`src/rtl/poly_add_seq_pkg.sv`:
```
// Shared types and constants for the sequential polynomial adder.
// Default DEG/N, FSM state encodings, op encodings and a clog2 helper.
package poly_add_seq_pkg;

  localparam int DEG_DEF = 4;
  localparam int N_DEF   = 4;

  typedef enum logic [1:0] {
    IDLE = 2'd0,
    RUN  = 2'd1,
    DONE = 2'd2
  } state_t;

  localparam logic OP_ADD = 1'b0;
  localparam logic OP_SUB = 1'b1;

  // Width needed to index v items; never below 1 so a counter always exists.
  function automatic int clog2(input int v);
    int w;
    w = 0;
    while ((1 << w) < v) w++;
    return (w < 1) ? 1 : w;
  endfunction

endpackage

```
`src/rtl/poly_add_seq_coeff_addsub.sv`:
```
// Combinational N-bit coefficient adder; subtract path (POLY_SUB_EN) inverts b with carry-in 1.
// wrap is the carry-out for add and the borrow for subtract.
module coeff_addsub #(
  parameter int N = 4
) (
  input  logic [N-1:0] a,
  input  logic [N-1:0] b,
`ifdef POLY_SUB_EN
  input  logic         sub,
`endif
  output logic [N-1:0] y,
  output logic         wrap
);

  logic [N:0] full;

`ifdef POLY_SUB_EN
  // Borrow is the inverted carry-out of a + ~b + 1.
  assign full = {1'b0, a} + {1'b0, b ^ {N{sub}}} + {{N{1'b0}}, sub};
  assign wrap = full[N] ^ sub;
`else
  assign full = {1'b0, a} + {1'b0, b};
  assign wrap = full[N];
`endif

  assign y = full[N-1:0];

endmodule

```
`src/rtl/poly_add_seq.sv`:
```
// Time-shared polynomial adder: one coefficient per cycle over a valid/ready job handshake.
// Define POLY_SUB_EN to add the op port and per-job subtract support.
module poly_add_seq
  import poly_add_seq_pkg::*;
#(
  parameter int DEG = DEG_DEF,
  parameter int N   = N_DEF
) (
  input  logic             clk,
  input  logic             rst,
  input  logic             in_valid,
  output logic             in_ready,
  input  logic [DEG*N-1:0] a,
  input  logic [DEG*N-1:0] b,
`ifdef POLY_SUB_EN
  input  logic             op,
`endif
  output logic             out_valid,
  input  logic             out_ready,
  output logic [DEG*N-1:0] s,
  output logic [DEG-1:0]   ovf,
  output logic             busy
);

  localparam int IW = clog2(DEG);
  localparam logic [IW-1:0] LAST = IW'(DEG - 1);

  state_t          state_reg;
  logic [IW-1:0]   idx_reg;
  logic [N-1:0]    a_reg [DEG];
  logic [N-1:0]    b_reg [DEG];
  logic [N-1:0]    s_reg [DEG];
  logic [N-1:0]    a_coef [DEG];
  logic [N-1:0]    b_coef [DEG];
  logic [DEG-1:0]  ovf_reg;
  logic            in_ready_reg;
  logic            out_valid_reg;
  logic            busy_reg;
  logic [N-1:0]    sum_next;
  logic            wrap_next;
`ifdef POLY_SUB_EN
  logic            op_reg;
`endif

  genvar gi;
  generate
    for (gi = 0; gi < DEG; gi++) begin : g_coef
      assign a_coef[gi]       = a[gi*N +: N];
      assign b_coef[gi]       = b[gi*N +: N];
      assign s[gi*N +: N]     = s_reg[gi];
    end
  endgenerate

  coeff_addsub #(.N(N)) u_addsub (
    .a    (a_reg[idx_reg]),
    .b    (b_reg[idx_reg]),
`ifdef POLY_SUB_EN
    .sub  (op_reg),
`endif
    .y    (sum_next),
    .wrap (wrap_next)
  );

  always_ff @(posedge clk or posedge rst) begin
    if (rst) begin
      state_reg     <= IDLE;
      idx_reg       <= '0;
      ovf_reg       <= '0;
      in_ready_reg  <= 1'b0;
      out_valid_reg <= 1'b0;
      busy_reg      <= 1'b0;
`ifdef POLY_SUB_EN
      op_reg        <= OP_ADD;
`endif
      for (int i = 0; i < DEG; i++) begin
        a_reg[i] <= '0;
        b_reg[i] <= '0;
        s_reg[i] <= '0;
      end
    end else begin
      case (state_reg)
        IDLE: begin
          in_ready_reg <= 1'b1;
          if (in_valid && in_ready_reg) begin
            for (int i = 0; i < DEG; i++) begin
              a_reg[i] <= a_coef[i];
              b_reg[i] <= b_coef[i];
              s_reg[i] <= '0;
            end
`ifdef POLY_SUB_EN
            op_reg       <= op;
`endif
            idx_reg      <= '0;
            ovf_reg      <= '0;
            in_ready_reg <= 1'b0;
            busy_reg     <= 1'b1;
            state_reg    <= RUN;
          end
        end
        RUN: begin
          s_reg[idx_reg]   <= sum_next;
          ovf_reg[idx_reg] <= wrap_next;
          // idx parks on the last coefficient rather than wrapping.
          if (idx_reg == LAST) begin
            out_valid_reg <= 1'b1;
            state_reg     <= DONE;
          end else begin
            idx_reg <= idx_reg + 1'b1;
          end
        end
        DONE: begin
          if (out_ready) begin
            out_valid_reg <= 1'b0;
            busy_reg      <= 1'b0;
            in_ready_reg  <= 1'b1;
            state_reg     <= IDLE;
          end
        end
        default: begin
          state_reg <= IDLE;
        end
      endcase
    end
  end

  assign in_ready  = in_ready_reg;
  assign out_valid = out_valid_reg;
  assign ovf       = ovf_reg;
  assign busy      = busy_reg;

endmodule

```
`config.mk`:
```
export PLATFORM = sky130hd
export DESIGN_NAME = poly_add_seq
export DESIGN_NICKNAME = d
export VERILOG_FILES = /design/src/rtl/poly_add_seq_pkg.sv /design/src/rtl/poly_add_seq_coeff_addsub.sv /design/src/rtl/poly_add_seq.sv
export SDC_FILE = /design/constraint.sdc
export NUM_CORES = 1
export LEC_CHECK = 0
export CORE_MARGIN = 3
export CORE_UTILIZATION = 50
export CTS_BUF_LIST = sky130_fd_sc_hd__clkbuf_8
export CTS_CLUSTER_DIAMETER = 40
export CTS_CLUSTER_SIZE = 28
export DETAILED_ROUTE_END_ITERATION = 12
export PLACE_DENSITY = 0.76
export SYNTH_ARGS = -nofsm -noshare
export SYNTH_HDL_FRONTEND = slang
export SYNTH_SLANG_ARGS = --single-unit
export TNS_END_PERCENT = 1
```
`constraint.sdc`:
```
create_clock -name clk -period 2.6 [get_ports clk]
set_input_delay 0.26 -clock clk [delete_from_list [all_inputs] [get_ports clk]]
set_output_delay 0.26 -clock clk [all_outputs]
set_load 0.01 [all_outputs]
```
==> results.json, run 1 <==
{
  "status": "finished, final reports clean",
  "pin_count": 59,
  "clock_skew_ns": 0.00715,
  "cp.required_ns": 2.82,
  "drt-initial-drc-count": 65,
  "layoutNonFillerInstCount": 315,
  "max_freq_ghz": 0.423,
  "synth_edf_count": 0,
  "cts.sink_count": 59,
  "cp.arrival_ns": 2.58,
  "drc": 0,
  "antenna_cells": 0,
  "synth_top_area_frac": 0.560,
  "postRouteAntennaNets": 0,
  "wl_um": 5380,
  "slew_viol_final": 0,
  "nets": 288,
  "syn_area_um2": 2640,
  "synth_area_leader_cell": "dfrtp_1",
  "fillCellCount": 354,
  "numCtsBuffers": 9,
  "grt_pass1_wl_um": 9320,
  "synth-seq-cells": 59,
  "setup_ws_ns": 0.237,
  "yosysMostFrequentCell": "dfrtp_1",
  "dp.final_hpwl_um": 4100,
  "start_util": 0.537,
  "overflow": 0,
  "min_period_ns": 2.36,
  "synth.avg_cell_area_um2": 14.8,
  "tightest_slew_ns": 0.618,
  "multiInputGateArea_um2": 1080,
  "relSlewSlack": 0.587,
  "area_growth_pct": 33.1,
  "cts_tree": "built",
  "dieArea_um2": 6190,
  "layout-drive-gt1-share": 0.290,
  "die_w_um": 78.6,
  "maxCapViolations": 0,
  "synthTopCellsByArea": "dfrtp_1 (56%), mux2_2 (14%), mux4_2 (6.8%), ha_1 (3.8%), a22o_1 (2.7%)",
  "hold_path_class": "input port to async pin",
  "power_density_nw_per_um2": 1360,
  "rsz0062_at_grt": "false",
  "async_flop_share": 1.00,
  "die_y_um": 78.6,
  "synth_ff_type": "dfrtp_1",
  "rows": 25,
  "core_area_um2": 4910,
  "cts.root.buffer_cell": "clkbuf_8",
  "wl_per_cell_um": 17.1,
  "via_per_inst": 5.56,
  "synth_nets": 223,
  "antenna_found_initial": 0,
  "gp_congestion": 0.845,
  "place_ws_ns": -0.0408,
  "ys_types": 29,
  "clk_pin_slew_ns": 0.07,
  "final_util": 0.715,
  "syn_inst": 178,
  "clock_path_buffers": 2,
  "ys_warn_count": 0,
  "grt_max_degree": 32,
  "regArea_um2": 1480,
  "grt_pass1_vias": 1886,
  "cts_setup_buffers": 0,
  "vias": 1751,
  "crit_type": "flip-flop to flip-flop",
  "hold_buffers": 0,
  "htreeDepth": 3,
  "dp_cells": 299,
  "fin_setup_tns_ns": 0,
  "cp-end-kind": "flip-flop",
  "total_power_w": 0.00479,
  "yosysSeqAreaShare": 0.560,
  "io_buffers": 58,
  "startpoint_type": "flip-flop",
  "grt_usage": 0.201,
  "hold_violations": 0,
  "insertion_delay_ns": 0.33,
  "synthTopCellsByCount": "dfrtp_1 (59), mux2_2 (33)",
  "leakage_nw": 1.50,
  "ir_drop_v": 0.000644,
  "finalCritPeriodShare": 0.909,
  "finalSetupViolations": 0,
  "critPathMaxFanout": 8,
  "dr.pass1.iters": 4
}
==> timing repair <==
action | 4_1_cts | 5_1_grt
setup endpoints to repair | 3 | 1
gates cloned | 0 | 0
gates resized for setup | 1 | 1
==> where the power goes <==
group	internal [W]	switching [W]	leakage, nW
Combinational	0.00124	0.00104	0.672
Clock	0.000518	0.000356	0.108
Sequential	0.00133	0.000305	0.720
Total	0.00309	0.00170	1.50
==> layout by cell type, fill, tap and decap left out, drive strengths merged, types with 5 or more instances in the layout <==
master         instances
dfrtp                 59
clkbuf                12
a22o                   8
nor2                   6
inv                    6
o2bb2ai                8
mux4                   8
mux2                  33
buf                    5
clkdlybuf4s50         58
ha                     8
==> worst max-delay path, stage by stage (launching register included) <==
cell and delay (ns):
dfrtp_2 0.50, mux4_2 0.54, ha_1 0.37, and3_1 0.18, or3_4 0.38, a32o_1 0.27
==> cells by family (layout without fill, tap and decap cells) <==
kind of cell,Yosys count,in the layout,share of synthesized area
flip-flops,59,59,0.560
multiplexers,41,41,0.209
AO/OA/AOI/OAI,31,31,0.0929
AND/OR/NAND/NOR,22,22,0.0588
buffers and inverters,15,85,0.0308
adder cells (fa/ha/maj),9,9,0.0455
XOR/XNOR,1,1,0.00332
==> through the flow <==
step	hold WS [ns]	instance area, um2
finish	0.324	3510
global route	0.383	3510
CTS	0.327	3510
detailed placement	0.473	3290
global placement	0.461	3290
floorplan	0.412	2640
==> area by class of cell <==
cell class                      instances  share of cell area
Clock inverter                          4              0.0135
Timing Repair Buffer                   63               0.180
Sequential cell                        59               0.421
Tap cell                               67              0.0239
Inverter                                6             0.00641
Multi-Input combinational cell        104               0.309
Clock buffer                           12              0.0470
==> final timing paths <==
check,startpoint,end,slack (ns),cells past startpoint
min,rst,a_reg[7]$_DFFE_PP0P_,0.32,2
min reg2reg,busy$_DFFE_PP0P_,busy$_DFFE_PP0P_,0.48,1
max reg2reg,idx_reg[0]$_DFFE_PP0P_,s[3]$_DFFE_PP0P_,0.24,5
min in group clk,busy$_DFFE_PP0P_,busy$_DFFE_PP0P_,0.48,1
max in group asynchronous,rst,s[3]$_DFFE_PP0P_,1.70,3
max,idx_reg[0]$_DFFE_PP0P_,s[3]$_DFFE_PP0P_,0.24,5
==> layer usage <==
metal	global-route usage	wire length (um)
met4	0.0979	87
met5	0	0
met1	0.254	2340
met3	0.0562	282
met2	0.317	2680
Power figures use the tool's default switching activity.
==> run 2, diff against run 1 <==
CORE_UTILIZATION = 47   (was 50)
PLACE_DENSITY = 0.87   (was 0.76)
clock period = 2.1 ns   (was 2.6 ns; I/O delays follow)
==> results.json, run 2 (same netlist as run 1, synthesis figures left out) <==
{
  "timing.rr.start": "idx_reg[0]$_DFFE_PP0P_",
  "cp.buffers_inverters": 1,
  "fillCellCount": 389,
  "vias": 1735,
  "status": "complete, but fails checks",
  "clock_skew_ns": 0.00701,
  "area_growth_pct": 35.2,
  "setup_ws_ns": -0.141,
  "start_util": 0.501,
  "cp_top_family": "simple AND/OR/NAND/NOR gates",
  "fin_area_um2": 3570,
  "insertion_delay_ns": 0.33,
  "numCtsBuffers": 9,
  "startpoint_type": "flip-flop",
  "nets": 296,
  "htreeDepth": 3,
  "crit_type": "flip-flop to flip-flop",
  "cts.sink_count": 59,
  "min_period_ns": 2.24,
  "use_met1": 0.247,
  "place_ws_ns": -0.166,
  "layout-drive-gt1-share": 0.313,
  "crit-reg2reg-capture": "s[7]$_DFFE_PP0P_",
  "hold_path_class": "input port to async pin",
  "cp-end-kind": "flip-flop",
  "via_per_inst": 5.39,
  "met3_usage": 0.0355,
  "drt-initial-drc-count": 104,
  "violations": "setup timing",
  "dp.final_hpwl_um": 3900,
  "ff2ff_setup_slack_ns": -0.14,
  "rows": 26,
  "postRouteAntennaNets": 0,
  "grt_pass1_vias": 1778,
  "cp.required_ns": 2.31,
  "slowest_stage": "mux4_2",
  "clock_path_buffers": 2,
  "dr.pass1.iters": 4,
  "finalSetupViolations": 10,
  "pin_count": 59,
  "cts_tree": "built",
  "fin_setup_tns_ns": -0.779,
  "top_usage_layer": "met2",
  "rsz0062_at_grt": "true",
  "dieArea_um2": 6550,
  "max_freq_ghz": 0.446,
  "die_y_um": 80.9,
  "gp_congestion": 0.875,
  "overflow": 0,
  "final_common_cell": "dfrtp_1",
  "slowest_delay_ns": 0.54,
  "hold_violations": 0,
  "relSlewSlack": 0.717,
  "maxCapViolations": 0,
  "power_density_nw_per_um2": 1740,
  "hold_buffers": 0,
  "grt_max_degree": 41,
  "tightest_slew_ns": 0.425,
  "cp.arrival_ns": 2.45,
  "finalCritPeriodShare": 1.07,
  "critPathMaxFanout": 4,
  "ir_drop_v": 0.000874,
  "crit_chain": "buf_6, mux4_2, ha_4, and3_4, or3_4, a32o_1",
  "grt_usage": 0.180,
  "die_w_um": 80.9,
  "grt_pass1_wl_um": 8690,
  "antenna_cells": 0,
  "wl_um": 5420,
  "slew_viol_final": 0,
  "regArea_um2": 1480,
  "leakage_nw": 1.51,
  "antenna_found_initial": 0,
  "drc": 0,
  "core_area_um2": 5270,
  "multiInputGateArea_um2": 1130,
  "clk_pin_slew_ns": 0.06,
  "ff2ff_path_depth": 6,
  "io_buffers": 58,
  "layout_common_cells": "dfrtp_1 (59), clkdlybuf4s50_1 (58), mux2_2 (33)",
  "cts.root.buffer_cell": "clkbuf_8",
  "wl_per_cell_um": 16.8,
  "grt_util_met2": 0.273,
  "postPlaceCellArea_um2": 3360
}
## run 2: cell count changes in the layout (fill, tap and decap cells not counted), sizes merged
cell,change
inv,+1
clkinvlp,-1
bufinv,-1
clkinv,-2
clkbuf,-1
buf,+8
## run 2: report_power, final
group,leakage [nW],switching [W],internal (W)
clock network,0.0844,0.000388,0.000461
registers,0.721,0.000345,0.00165
logic,0.709,0.00146,0.00192
total,1.51,0.00219,0.00403
## run 2: area by class of cell
type                       count  share of cell area
tap                           70              0.0246
clock inverter                 1             0.00105
sequential                    59               0.414
inverter                       6             0.00631
timing repair buffer          71               0.196
multi-input combinational    104               0.316
clock buffer                  11              0.0424
## run 2: what timing repair did
item,in CTS,in global routing
endpoints found under the hold margin,0,0
pin swaps,1,2
cloned,0,0
setup endpoints to repair,12,16
setup buffers,0,2
gates resized for setup,3,5
## run 2: worst max path at each step
stage / startpoint / endpoint / slack (ns) / depth (start not counted)
floorplan: idx_reg[0]$_DFFE_PP0P_ / s[11]$_DFFE_PP0P_ / -0.09 / 6
global placement: idx_reg[0]$_DFFE_PP0P_ / ovf[2]$_DFFE_PP0P_ / -0.12 / 7
detailed placement: idx_reg[0]$_DFFE_PP0P_ / ovf[0]$_DFFE_PP0P_ / -0.17 / 7
CTS: idx_reg[0]$_DFFE_PP0P_ / s[7]$_DFFE_PP0P_ / -0.15 / 6
global route: idx_reg[0]$_DFFE_PP0P_ / s[11]$_DFFE_PP0P_ / -0.21 / 6
finish: idx_reg[0]$_DFFE_PP0P_ / s[7]$_DFFE_PP0P_ / -0.14 / 6
## run 2: tightest hold or removal path, cell delays in order
cell,delay (ns)
clkdlybuf4s50_1,0.41
inv_2,0.06
buf_4,0.29
## run 2: per-layer routing
layer / vias up / routed length (um)
met3: 10 / 258
met2: 53 / 2590
met4: 0 / 119
li1: 818 / -
met5: - / 0
met1: 854 / 2450
## run 2: through the flow
stage / hold WS (ns) / utilization / cells / total power [W]
6_report: 0.248 / 0.677 / 322 / 0.00622
2_1_floorplan: 0.362 / - / 178 / 0.00405
3_5_place_dp: 0.465 / 0.637 / 308 / 0.00513
5_1_grt: 0.288 / 0.677 / 322 / 0.00665
4_1_cts: 0.257 / 0.670 / 320 / 0.00608
3_3_place_gp: 0.463 / 0.637 / 308 / 0.00502
